[src/rtl/imem_boot_loader.sv]
// imem_boot_loader: receives a length-prefixed byte image, writes it to imem as LE words, then releases core reset (optional trailer check: BOOT_CHECKSUM_EN)
module imem_boot_loader #(
  parameter int ADDR_W    = 10,
  parameter int BASE_ADDR = 0,
  parameter int MAX_WORDS = 1024
) (
  input  logic              clk_t,
  input  logic              rst_t,
  input  logic [7:0]        rx_data_t,
  input  logic              rx_valid_t,
  output logic              rx_ready_t,
  output logic              imem_we_t,
  output logic [ADDR_W-1:0] imem_addr_t,
  output logic [31:0]       imem_wdata_t,
  output logic              core_rst_t,
  output logic              boot_done_t,
  output logic              boot_err_t,
  output logic [15:0]       words_loaded_t
);
  typedef enum logic [2:0] {
    HDR_LO, HDR_HI, CHECK_LEN, PAYLOAD, WRITE, RUN, ERROR
`ifdef BOOT_CHECKSUM_EN
    , CSUM
`endif
  } state_t;
`ifdef BOOT_CHECKSUM_EN
  localparam state_t DONE_ST = CSUM;
`else
  localparam state_t DONE_ST = RUN;
`endif
  state_t              state_q;
  logic [15:0]         len_q;
  logic [15:0]         idx_q;
  logic [1:0]          lane_q;
  logic [23:0]         buf_q;
  logic                we_q;
  logic [ADDR_W-1:0]   addr_q;
  logic [31:0]         wdata_q;
  logic [15:0]         words_q;
  logic                accept;
`ifdef BOOT_CHECKSUM_EN
  logic [7:0]          csum_q;
`endif
  assign rx_ready_t = !rst_t && (state_q == HDR_LO || state_q == HDR_HI || state_q == PAYLOAD
`ifdef BOOT_CHECKSUM_EN
                                 || state_q == CSUM
`endif
                                 );
  assign accept         = rx_valid_t && rx_ready_t;
  assign imem_we_t      = we_q;
  assign imem_addr_t    = addr_q;
  assign imem_wdata_t   = wdata_q;
  assign core_rst_t     = state_q != RUN;
  assign boot_done_t    = state_q == RUN;
  assign boot_err_t     = state_q == ERROR;
  assign words_loaded_t = words_q;
  // Loader FSM: header capture, length check, byte packing, imem write, terminal RUN/ERROR
  always_ff @(posedge clk_t) begin
    if (rst_t) begin
      state_q <= HDR_LO;
      len_q   <= '0;
      idx_q   <= '0;
      lane_q  <= '0;
      buf_q   <= '0;
      we_q    <= 1'b0;
      addr_q  <= ADDR_W'(BASE_ADDR);
      wdata_q <= '0;
      words_q <= '0;
`ifdef BOOT_CHECKSUM_EN
      csum_q  <= '0;
`endif
    end else begin
      we_q <= 1'b0;
      case (state_q)
        HDR_LO: if (accept) begin
          len_q[7:0] <= rx_data_t;
          state_q    <= HDR_HI;
        end
        HDR_HI: if (accept) begin
          len_q[15:8] <= rx_data_t;
          state_q     <= CHECK_LEN;
        end
        CHECK_LEN: begin
          idx_q   <= '0;
          lane_q  <= '0;
          state_q <= (32'(len_q) > MAX_WORDS) ? ERROR : (len_q == 16'd0) ? DONE_ST : PAYLOAD;
        end
        PAYLOAD: if (accept) begin
          buf_q  <= {rx_data_t, buf_q[23:8]};
          lane_q <= lane_q + 2'd1;
`ifdef BOOT_CHECKSUM_EN
          csum_q <= csum_q ^ rx_data_t;
`endif
          if (lane_q == 2'd3) begin
            we_q    <= 1'b1;
            addr_q  <= ADDR_W'(BASE_ADDR + int'(idx_q));
            wdata_q <= {rx_data_t, buf_q};
            state_q <= WRITE;
          end
        end
        WRITE: begin
          if (words_q != 16'hFFFF) words_q <= words_q + 16'd1;
          idx_q   <= idx_q + 16'd1;
          state_q <= (idx_q + 16'd1 == len_q) ? DONE_ST : PAYLOAD;
        end
`ifdef BOOT_CHECKSUM_EN
        CSUM: if (accept) state_q <= (rx_data_t == csum_q) ? RUN : ERROR;
`endif
        default: state_q <= state_q;
      endcase
    end
  end
endmodule

[config.mk]
export PLATFORM = sky130hd
export DESIGN_NAME = imem_boot_loader
export DESIGN_NICKNAME = d
export VERILOG_FILES = /design/src/rtl/imem_boot_loader.sv
export SDC_FILE = /design/constraint.sdc
export NUM_CORES = 1
export LEC_CHECK = 0
export CORE_UTILIZATION = 50
export CTS_CLUSTER_DIAMETER = 50
export DETAILED_ROUTE_END_ITERATION = 7
export DONT_BUFFER_PORTS = 1
export GPL_ROUTABILITY_DRIVEN = 0
export PLACE_DENSITY = 0.7
export RECOVER_POWER = 100
export SETUP_SLACK_MARGIN = 0.05
export SLEW_MARGIN = 20
export SYNTH_ARGS = -nofsm -noshare
export SYNTH_HDL_FRONTEND = slang
export SYNTH_SLANG_ARGS = --single-unit
[constraint.sdc]
create_clock -name clk_t -period 2.4 [get_ports clk_t]
set_input_delay 0.6 -clock clk_t [delete_from_list [all_inputs] [get_ports clk_t]]
set_output_delay 0.6 -clock clk_t [all_outputs]
set_load 0.05 [all_outputs]
==> results.md <==
- Slew Viols, Final: 0
- Async set-reset flop share out of synthesis: 0%
- Port buffer count: 0
- Post-Syn Instances: 670
- Final Critical Period: 2.303 ns
- Commonest cells after routing, fill and taps aside: 148 x nand2_1, 118 x dfxtp_1, 91 x a21oi_1
- Mapped Area: 5354 um2
- Vias: 4746
- VDD IR max: 0.4079 mV
- Seq/Total Area, Yosys: 44.87%
- Flops & latches, synth: 120
- Period utilisation layout: 95.96%
- Number of global-route vias before repair: 4436
- First-pass GRT wire length: 21.74 mm
- Avg Inst Size Synth: 7.991 um2
- Power density over the cells: 791.7 nW/um2
- Starting Density: 51.63%
- Most common cell after layout, fill and taps aside: nand2_1
- Die H: 105.5 um
- Chip width: 105.5 um
- Yosys top cell area share: 44.87%
- Vias per Instance: 5.725
- Share of cells above drive strength 1: 9.812%
- Routed Wire Length: 13.14 mm
- Number of enable flip-flop cells after synthesis: 0
- Setup violations, final: 0
- DRC: 0
- Fmax: 434.2 MHz
- Hold Crit Start: rst_t
- Post-Syn Nets: 684
- Initial antenna violation count: 0
- GR Util All Layers: 24.51%
- DPL Wire Length: 8.425 mm
- Clk pin slew, worst setup/hold paths: 0.06 ns
- CP required: 1.80 ns
- CTS max path bufs: 2
- CP cell instances: nand2b_1 -> or2_2 -> inv_1 -> clkbuf_4
- Slowest cell delay on critical path: 0.39 ns
- Hold Path End: imem_wdata_t[0]
- Slack of the worst reg-to-reg path: 0.15 ns
- Total core area: 10370 um2
- DR iter-0 viols: 341
- Worst R2R Start: idx_q[1]
- Layout area overhead: 14.84%
- Worst hold slack: 0.1392 ns
- Worst path bufs/invs: 2
- Worst-case reg-to-reg path depth: 7
- Main synth FF type: dfxtp_1
- GRT Residual Overflow: 0
- Num CTS Buffers: 17
- Setup_tns: 0 ns
- Drt pass-1 iters: 6
- Critical-path top delay cell: dfxtp_2
- Warnings from Yosys: 0
- # diodes: 0
- I/O pins: 74
- Worst Hold Class: input pin to flip-flop
- Status: completed
- Ranking of synthesized cells by area: dfxtp_1 45%, nand2_1 10%, a21oi_1 8.5%, nor2_1 4.6%, mux2i_1 3.4%
- Area leader, netlist: dfxtp_1
- Routed wire per std cell: 15.85 um
- Fin cells: 829
- Unique masters post-synth: 52
- Worst Setup Path Type: flip-flop to primary output
- Final clock skew: 0.01137 ns
- Nets: 694
- Number of fill cells in the layout: 963
- Critical Path Fanout Max: 12
- RR Endpoint: state_q[1]
- Die ar.: 11130 um2
- Post-Place Cells: 797
- Root Driver: clkbuf_8
- Rows: 37
- Delay-heaviest family, CP: simple AND/OR/NAND/NOR gates
- Final Hold Viols: 0
- Static leakage: 0.002137 uW
- RSZ-0062 raised after global routing: false
- CP arrival: 1.70 ns
- Htree depth: 4
- Max cap viols: 0
- Hold path depth: 1
- Post-CTS setup buffer count: 0
- Largest net degree at the start of global routing: 125
- Worst Setup Start Kind: flip-flop
- Clock Latency Late Sink: 0.53 ns
- Slew headroom: 23.18%
- Routed Antenna Nets: 0
- CTS tree: built
- Endpoint type of the worst setup path: primary output
- Slew @ Worst Pin: 1.143 ns
- Clock sinks: 120
cell families after synthesis:
kind of cell    Yosys count  synth area share (%)
mux                      19                 3.646
xor+xnor                 31                 5.071
flops                   120                 44.87
compound gates          140                 14.61
buf+inv                  58                 4.651
simple gates            299                 26.45
fa+ha+maj                 3                0.7012
registers in the layout, indices dropped and copies added (netlist names):
name / count
imem_wdata_t: 32
buf_q: 24
words_loaded_t: 16
imem_addr_t: 10
imem_we_t: 1
len_q: 16
state_q: 3
idx_q: 16
lane_q: 2
power by group:
part           internal, uW  switching, uW
Sequential             2010           31.6
Clock                  1630           1050
Combinational          66.8           84.2
Total                  3710           1160
timing repair:
action | CTS | global route
hold buffers | 0 | 0
endpoints found under the setup margin | 3 | 5
gates resized for setup | 2 | 4
endpoints found under the hold margin | 0 | 0
cell usage after synthesis (7+ instances only):
| cell | number |
|---|---|
| xor2_1 | 13 |
| clkbuf_1 | 29 |
| nor2_1 | 65 |
| inv_1 | 10 |
| xnor2_1 | 18 |
| o21ai_0 | 19 |
| nor4_1 | 9 |
| nand3_1 | 13 |
| nor3_1 | 7 |
| dfxtp_1 | 120 |
| mux2i_1 | 18 |
| nand2_1 | 148 |
| buf_2 | 13 |
| a21oi_1 | 91 |
| nand4_1 | 11 |
routing by layer:
metal / up-vias / share of wire [%] / global-route usage (%) / wire [um]
met5: - / 0 / 0 / 0
met4: 0 / 1.7 / 10.97 / 225
met3: 21 / 6.7 / 6.555 / 880
met2: 139 / 47 / 38.44 / 6132
met1: 2263 / 45 / 31.52 / 5901
li1: 2323 / - / - / -
through the flow:
stage | power (uW) | instance area, um2 | setup WS, ns | util (%)
after floorplan | 2229 | 5359 | 0.1853 | -
final | 4868 | 6148 | 0.09698 | 59.29
after CTS | 4904 | 6235 | 0.008136 | 60.12
after detailed placement | 2237 | 5615 | 0.1564 | 54.15
after global routing | 5003 | 6148 | 0.03424 | 59.29
after global placement | 2233 | 5615 | 0.2512 | 54.15
layout make-up:
cell class	count	area, um2	share of cell area, %
clock buffer	17	414.1	6.736
timing repair buffer	37	210.2	3.419
clock inverter	15	202.7	3.297
inverter	12	45.04	0.7326
multi-input combinational	492	2699	43.89
sequential	120	2407	39.15
tap	136	170.2	2.768
worst max-delay path by stage:
stage | startpoint | endpoint | slack, ns | cells after the start
after floorplan | rst_t | rx_ready_t | 0.19 | 3
after global placement | idx_q[1] | state_q[2] | 0.25 | 7
after detailed placement | idx_q[1] | state_q[2] | 0.16 | 7
after CTS | state_q[1] | boot_done_t | 0.008 | 4
after global routing | state_q[1] | boot_done_t | 0.03 | 4
final | state_q[1] | boot_done_t | 0.1 | 4
Power figures use the tool's default switching activity.
